<file path="src/rtl/uart_pkg.sv">
// uart_pkg: shared receiver state enum, oversampling sample points and 8E1 frame constants.
// Ports: none. Macro RX_MAJORITY_EN moves the decision tick to os_cnt 8 (2-of-3 vote over 6/7/8).
package uart_pkg;
    typedef enum logic [2:0] {IDLE, START, DATA, PARITY, STOP} rx_state_t;
    localparam int OS_RATE_DEF = 16;
    localparam int MAJ_FIRST   = 6;
`ifdef RX_MAJORITY_EN
    localparam int SAMPLE_PT   = 8;
`else
    localparam int SAMPLE_PT   = 7;
`endif
    localparam logic START_LVL = 1'b0;
    localparam logic STOP_LVL  = 1'b1;
    localparam logic PAR_ODD   = 1'b0;
    function automatic logic maj3(input logic a, input logic b, input logic c);
        return (a & b) | (a & c) | (b & c);
    endfunction
endpackage

</file>
<file path="src/rtl/uart_rx_os_if.sv">
// uart_rx_if: consumer-side holding register handshake of the receiver.
// Ports: data_out/rx_valid/parity_err/frame_err/overrun_err/rx_busy from the receiver (master), rx_ack from the consumer (slave).
interface uart_rx_if #(parameter int DATA_BITS = 8);
    logic [DATA_BITS-1:0] data_out;
    logic                 rx_valid;
    logic                 rx_ack;
    logic                 parity_err;
    logic                 frame_err;
    logic                 overrun_err;
    logic                 rx_busy;
    modport master(output data_out, rx_valid, parity_err, frame_err, overrun_err, rx_busy, input rx_ack);
    modport slave(input data_out, rx_valid, parity_err, frame_err, overrun_err, rx_busy, output rx_ack);
endinterface

</file>
<file path="src/rtl/uart_baud_tick.sv">
// uart_baud_tick: divisor counter emitting a one-clk tick every div clocks (div 0 acts as 1).
// Ports: clk, rst (sync active-low), div (clocks per tick), clr (sync restart of the count), tick.
module uart_baud_tick #(
    parameter int DIV_W = 8
) (
    input  logic             clk,
    input  logic             rst,
    input  logic [DIV_W-1:0] div,
    input  logic             clr,
    output logic             tick
);
    logic [DIV_W-1:0] cnt;
    logic [DIV_W-1:0] lim;

    assign lim  = (div == '0) ? '0 : div - DIV_W'(1);
    assign tick = (cnt == lim);

    always_ff @(posedge clk) begin
        if (!rst)
            cnt <= '0;
        else if (clr || tick)
            cnt <= '0;
        else
            cnt <= cnt + DIV_W'(1);
    end
endmodule

</file>
<file path="src/rtl/uart_rx_os.sv">
// uart_rx_os: 16x-oversampling 8E1 serial receiver with one-entry holding register and error status.
// Ports: clk, rst (sync active-low), baud_select (clocks per oversample tick), rx_enable (start
// detection gate), ser_in (async line, idle high), rx (uart_rx_if.master: data/valid/errors/busy, rx_ack).
// Macro RX_MAJORITY_EN: 2-of-3 majority over os_cnt 6/7/8 instead of a single sample at 7.
module uart_rx_os
    import uart_pkg::*;
#(
    parameter int DATA_BITS = 8,
    parameter int OS_RATE   = OS_RATE_DEF,
    parameter int DIV_W     = 8
) (
    input  logic             clk,
    input  logic             rst,
    input  logic [DIV_W-1:0] baud_select,
    input  logic             rx_enable,
    input  logic             ser_in,
    uart_rx_if.master        rx
);
    localparam int OW = $clog2(OS_RATE);
    localparam int BW = $clog2(DATA_BITS);

    rx_state_t            state, state_nxt;
    logic                 ser_meta, ser_s, ser_prev;
    logic                 tick, samp_pt, sample, start_go;
    logic                 shift_en, par_en, commit, par_bad;
    logic [OW-1:0]        os_cnt;
    logic [BW-1:0]        bit_idx;
    logic [DATA_BITS-1:0] shift_reg;

    assign start_go = (state == IDLE) && ser_prev && !ser_s && rx_enable;

    // Restarting the divider on the detected edge phase-aligns every sample point to it.
    uart_baud_tick #(.DIV_W(DIV_W)) u_tick (
        .clk  (clk),
        .rst  (rst),
        .div  (baud_select),
        .clr  (start_go),
        .tick (tick)
    );

`ifdef RX_MAJORITY_EN
    logic maj_a, maj_b;

    assign samp_pt = tick && (os_cnt == OW'(SAMPLE_PT));
    assign sample  = maj3(maj_a, maj_b, ser_s);

    always_ff @(posedge clk) begin
        if (!rst) begin
            maj_a <= 1'b1;
            maj_b <= 1'b1;
        end else if (tick && os_cnt == OW'(MAJ_FIRST))
            maj_a <= ser_s;
        else if (tick && os_cnt == OW'(MAJ_FIRST + 1))
            maj_b <= ser_s;
    end
`else
    assign samp_pt = tick && (os_cnt == OW'(SAMPLE_PT));
    assign sample  = ser_s;
`endif

    always_ff @(posedge clk) begin
        if (!rst)
            state <= IDLE;
        else
            state <= state_nxt;
    end

    always_comb begin
        state_nxt = state;
        case (state)
            IDLE:    if (start_go) state_nxt = START;
            START:   if (samp_pt) state_nxt = (sample == START_LVL) ? DATA : IDLE;
            DATA:    if (samp_pt && bit_idx == BW'(DATA_BITS - 1)) state_nxt = PARITY;
            PARITY:  if (samp_pt) state_nxt = STOP;
            STOP:    if (samp_pt) state_nxt = IDLE;
            default: state_nxt = IDLE;
        endcase
    end

    always_comb begin
        rx.rx_busy = (state != IDLE);
        shift_en   = (state == DATA) && samp_pt;
        par_en     = (state == PARITY) && samp_pt;
        commit     = (state == STOP) && samp_pt;
    end

    always_ff @(posedge clk) begin
        if (!rst) begin
            ser_meta       <= 1'b1;
            ser_s          <= 1'b1;
            ser_prev       <= 1'b1;
            os_cnt         <= '0;
            bit_idx        <= '0;
            shift_reg      <= '0;
            par_bad        <= 1'b0;
            rx.data_out    <= '0;
            rx.rx_valid    <= 1'b0;
            rx.parity_err  <= 1'b0;
            rx.frame_err   <= 1'b0;
            rx.overrun_err <= 1'b0;
        end else begin
            ser_meta <= ser_in;
            ser_s    <= ser_meta;
            ser_prev <= ser_s;
            if (start_go) begin
                os_cnt  <= '0;
                bit_idx <= '0;
            end else if (tick)
                os_cnt <= (os_cnt == OW'(OS_RATE - 1)) ? '0 : os_cnt + OW'(1);
            if (shift_en) begin
                shift_reg[bit_idx] <= sample;
                bit_idx            <= bit_idx + BW'(1);
            end
            if (par_en)
                par_bad <= (^shift_reg) ^ sample ^ PAR_ODD;
            // A commit wins over an ack in the same cycle: the new byte stays held.
            if (commit) begin
                rx.data_out   <= shift_reg;
                rx.parity_err <= par_bad;
                rx.frame_err  <= (sample != STOP_LVL);
                rx.rx_valid   <= 1'b1;
                if (rx.rx_valid && !rx.rx_ack)
                    rx.overrun_err <= 1'b1;
            end else if (rx.rx_ack) begin
                rx.rx_valid    <= 1'b0;
                rx.overrun_err <= 1'b0;
                rx.parity_err  <= 1'b0;
                rx.frame_err   <= 1'b0;
            end
        end
    end
endmodule

</file>
<file path="src/flat_wrapper.sv">
// flat-port wrapper written by rule: the top's interface ports become plain ports
module uart_rx_os_flat import uart_pkg::*;
#(
    parameter int DATA_BITS = 8,
    parameter int OS_RATE   = OS_RATE_DEF,
    parameter int DIV_W     = 8
)
  (clk, rst, baud_select, rx_enable, ser_in, rx_data_out, rx_rx_valid, rx_parity_err, rx_frame_err, rx_overrun_err, rx_rx_busy, rx_rx_ack);
  uart_rx_if #(.DATA_BITS(DATA_BITS)) rx_i ();
  input  logic clk;
  input  logic rst;
  input  logic [DIV_W-1:0] baud_select;
  input  logic rx_enable;
  input  logic ser_in;
  output wire logic [$bits(rx_i.data_out)-1:0] rx_data_out;
  output wire logic [$bits(rx_i.rx_valid)-1:0] rx_rx_valid;
  output wire logic [$bits(rx_i.parity_err)-1:0] rx_parity_err;
  output wire logic [$bits(rx_i.frame_err)-1:0] rx_frame_err;
  output wire logic [$bits(rx_i.overrun_err)-1:0] rx_overrun_err;
  output wire logic [$bits(rx_i.rx_busy)-1:0] rx_rx_busy;
  input wire logic [$bits(rx_i.rx_ack)-1:0] rx_rx_ack;
  assign rx_data_out = rx_i.data_out;
  assign rx_rx_valid = rx_i.rx_valid;
  assign rx_parity_err = rx_i.parity_err;
  assign rx_frame_err = rx_i.frame_err;
  assign rx_overrun_err = rx_i.overrun_err;
  assign rx_rx_busy = rx_i.rx_busy;
  assign rx_i.rx_ack = rx_rx_ack;
  uart_rx_os #(.DATA_BITS(DATA_BITS), .OS_RATE(OS_RATE), .DIV_W(DIV_W)) u_core (.clk(clk), .rst(rst), .baud_select(baud_select), .rx_enable(rx_enable), .ser_in(ser_in), .rx(rx_i));
endmodule
</file>
<file path="config.mk">
export PLATFORM = sky130hd
export DESIGN_NAME = uart_rx_os_flat
export DESIGN_NICKNAME = d
export VERILOG_FILES = /design/src/rtl/uart_pkg.sv /design/src/rtl/uart_rx_os_if.sv /design/src/rtl/uart_baud_tick.sv /design/src/rtl/uart_rx_os.sv /design/src/flat_wrapper.sv
export SDC_FILE = /design/constraint.sdc
export NUM_CORES = 1
export LEC_CHECK = 0
export BUFFER_PORTS_ARGS = -buffer_cell sky130_fd_sc_hd__clkbuf_2
export CAP_MARGIN = 40
export CORE_MARGIN = 1.5
export CORE_UTILIZATION = 46
export DETAILED_ROUTE_END_ITERATION = 8
export HOLD_SLACK_MARGIN = 0.08
export PLACE_DENSITY = 0.62
export RECOVER_POWER = 25
export REMOVE_ABC_BUFFERS = 1
export SLEW_MARGIN = 20
export SYNTH_ARGS = -nofsm -noshare
export SYNTH_HDL_FRONTEND = slang
export SYNTH_SLANG_ARGS = --single-unit
</file>
<file path="constraint.sdc">
create_clock -name clk -period 6.3 [get_ports clk]
set_input_delay 0.315 -clock clk [delete_from_list [all_inputs] [get_ports clk]]
set_output_delay 0.315 -clock clk [all_outputs]
set_load 0.005 [all_outputs]
</file>
==> results.ini <==
[sta]
relSlewSlack=0.370
clock-skew-final_ns=0.00544
period_minus_slack_ns=3.11
slew_viol_final=0
rsz0062_at_grt=false
fin_setup_tns_ns=0
clock.fmax_mhz=321
tightest_slew_ns=0.945
finalSetupViolCount=0
finalHoldViolCount=0
min_period_over_period=0.494

[cts]
clock_path_buffers=2
post_cts_resized=0
cts_sinks=42
h-tree-depth=2
root_buffer=clkbuf_8
clk_latency_ns=0.29
cts_buffers=5
cts_hold_buf=0
postCtsSetupBuffers=0
clk_pin_slew_worst_paths_ns=0.08
cts_tree=built

[critical_path]
cp.required_ns=6.52
slowest_stage=and4b_1
arrival_ns=3.33
r2r_slack_ns=3.58
cpMostUsedCell=nor4b_2
path_delay_family=simple AND/OR/NAND/NOR gates
endpoint_kind=register
r2r_end=u_core.bit_idx[2]$_SDFFE_PN0P_
cp_cell_sequence=clkbuf_2 > inv_1 > ha_1 > nor4b_2 > a31oi_1 > and2_1 > nor4b_2 > and4b_1 > and3_2 > mux2i_1
cp_max_fo=20
crit_type=primary input to register
critPathMaxStageDelay_ns=0.76
reg2reg_from=u_core.u_tick.cnt[4]$_SDFF_PP0_
cp_num_buf_inv=2
worst-r2r-cell-count=7
start_kind=primary input

[yosys]
ys.flop_type=dfxtp_1
ys_ff_latch=42
synth_warnings=0
synth_edf_count=0
synthCells=260
avgSynthCellArea_um2=8.85
ys_seq_area_frac=0.366
synth_area_um2=2300
synth_cell_types=49
async_flop_share=0

[routing]
drc=0
routed_via_density=5.37
wire_per_inst_um=12.7
routed_wl_um=4450
num_vias=1880
drtPass1Iterations=4
drt_iter0_drc=104
drtAntennaViolNets=0

[floorplan]
num_rows=25
core-area_um2=4750
die_height_um=73.7
fp.dieW_um=73.7
ios=26
die_area_um2=5430
initial_utilization=0.484

[worst_hold_path]
hp-class=primary input to register
min-delay-start=ser_in
hold_end=u_core.ser_meta$_SDFF_PN1_
worstHoldPathCells=2

[cells_and_area]
fin_nets=300
layout.cells.non_filler=350
area_growth_pct=10.6
fill_cells=464
drive_gt1_frac=0.124
final_util=0.535
num_antenna_cells=0

[global_routing]
grt_util_all_layers=0.174
grt_max_degree=23
grt_pass1_wl_um=7490
first_global_vias=1654
antenna_found_initial=0
grt_overflow_total=0

[power]
switching_share=0.225
p_leak_uw=0.00110
netSwitchingPower_uw=117
power_frac_comb=0.073
pwr-share-seq=0.527
pwr-share-clk=0.400
peakVddDrop_uv=138
power_density_nw_per_um2=204
intPower_uw=402
finalPower_uw=518

[outcome]
status=complete, no violations

[job]
drv_cap=0

[placed_design]
gp_congestion=0.812
hpwl_um=3190
dp.cells=341
port_buffers=25

## layer usage
| layer | vias up | routed length, um | global-route usage |
|---|---|---|---|
| li1 | 971 | - | - |
| met1 | 869 | 2450 | 0.262 |
| met2 | 34 | 1810 | 0.247 |
| met3 | 6 | 143 | 0.0357 |
| met4 | 0 | 42 | 0.0535 |
| met5 | - | 0 | 0 |
## cell families after synthesis
group	share of synthesized area
XOR/XNOR	0.0647
AND/OR/NAND/NOR	0.315
buffers and inverters	0.0408
adder cells (fa/ha/maj)	0.0272
AO/OA/AOI/OAI	0.0822
flip-flops	0.366
multiplexers	0.104
## cell type report
class / instances / area [um2] / area share
multi-input combinational: 202 / 1370 / 0.537
sequential: 42 / 841 / 0.331
timing repair buffer: 26 / 129 / 0.0507
tap: 67 / 83.8 / 0.0330
clock buffer: 7 / 76.3 / 0.0300
clock inverter: 1 / 30.0 / 0.0118
inverter: 5 / 18.8 / 0.00738
## worst max-delay path by stage
stage	startpoint	endpoint	slack [ns]	cells after the start
after detailed placement	baud_select[0]	u_core.bit_idx[2]$_SDFFE_PN0P_	2.90	10
after CTS	baud_select[0]	u_core.bit_idx[1]$_SDFFE_PN0P_	3.20	10
after global placement	baud_select[0]	u_core.bit_idx[1]$_SDFFE_PN0P_	2.98	10
after floorplan	baud_select[3]	u_core.bit_idx[0]$_SDFFE_PN0P_	3.47	7
final	baud_select[0]	u_core.bit_idx[2]$_SDFFE_PN0P_	3.19	10
after global routing	baud_select[0]	u_core.bit_idx[0]$_SDFFE_PN0P_	2.85	10
## metrics by stage
stage,hold slack (ns),area (um2),setup slack [ns]
final,0.202,2540,3.19
after global routing,0.195,2540,2.85
after CTS,0.197,2540,3.20
after detailed placement,0.398,2430,2.90
after global placement,0.390,2430,2.98
after floorplan,0.386,2220,3.47
## cell usage in the layout, fill, tap and decap left out, drive strengths merged, types with 2 or more instances in the layout
cell type / count
dfxtp: 42
clkbuf: 31
nand2: 28
nor2: 28
mux2i: 24
nand2b: 14
nand3: 14
xor2: 9
xnor2: 8
nor3: 8
nand4: 8
inv: 5
ha: 5
and3: 5
nand3b: 4
a21oi: 4
nor4b: 4
o21ai: 3
a31oi: 3
a32o: 3
nor4: 3
a21o: 3
nand4b: 2
and4b: 2
nor2b: 2
or3: 2
buf: 2
## power by group through the flow
stage	registers [uW]	clock network, uW	logic (uW)
floorplan	278	0	24.0
global placement	279	0	37.6
detailed placement	279	0	38.0
CTS	273	213	38.3
global route	274	226	43.1
finish	273	207	38.0
## synth_stat cells (2+ instances only)
| master | n | area [um2] |
|---|---|---|
| a21o_1 | 3 | 22.5 |
| a21oi_1 | 4 | 20.0 |
| a31oi_1 | 3 | 18.8 |
| a32o_1 | 3 | 30.0 |
| and3_1 | 4 | 25.0 |
| and4b_1 | 2 | 20.0 |
| buf_2 | 2 | 10.0 |
| buf_6 | 2 | 22.5 |
| clkbuf_1 | 6 | 22.5 |
| dfxtp_1 | 42 | 841 |
| ha_1 | 5 | 62.6 |
| inv_1 | 5 | 18.8 |
| mux2i_1 | 24 | 240 |
| nand2_1 | 28 | 105 |
| nand2b_1 | 14 | 87.6 |
| nand3_1 | 10 | 50.1 |
| nand3_2 | 4 | 40.0 |
| nand3b_1 | 4 | 30.0 |
| nand4_1 | 8 | 50.1 |
| nand4b_1 | 2 | 17.5 |
| nor2_1 | 28 | 105 |
| nor2b_1 | 2 | 12.5 |
| nor3_1 | 8 | 40.0 |
| nor4_1 | 3 | 18.8 |
| nor4b_1 | 2 | 17.5 |
| nor4b_2 | 2 | 30.0 |
| o21ai_0 | 3 | 15.0 |
| xnor2_1 | 8 | 70.1 |
| xor2_1 | 9 | 78.8 |
Note: power is estimated with default switching activity, not from simulation.
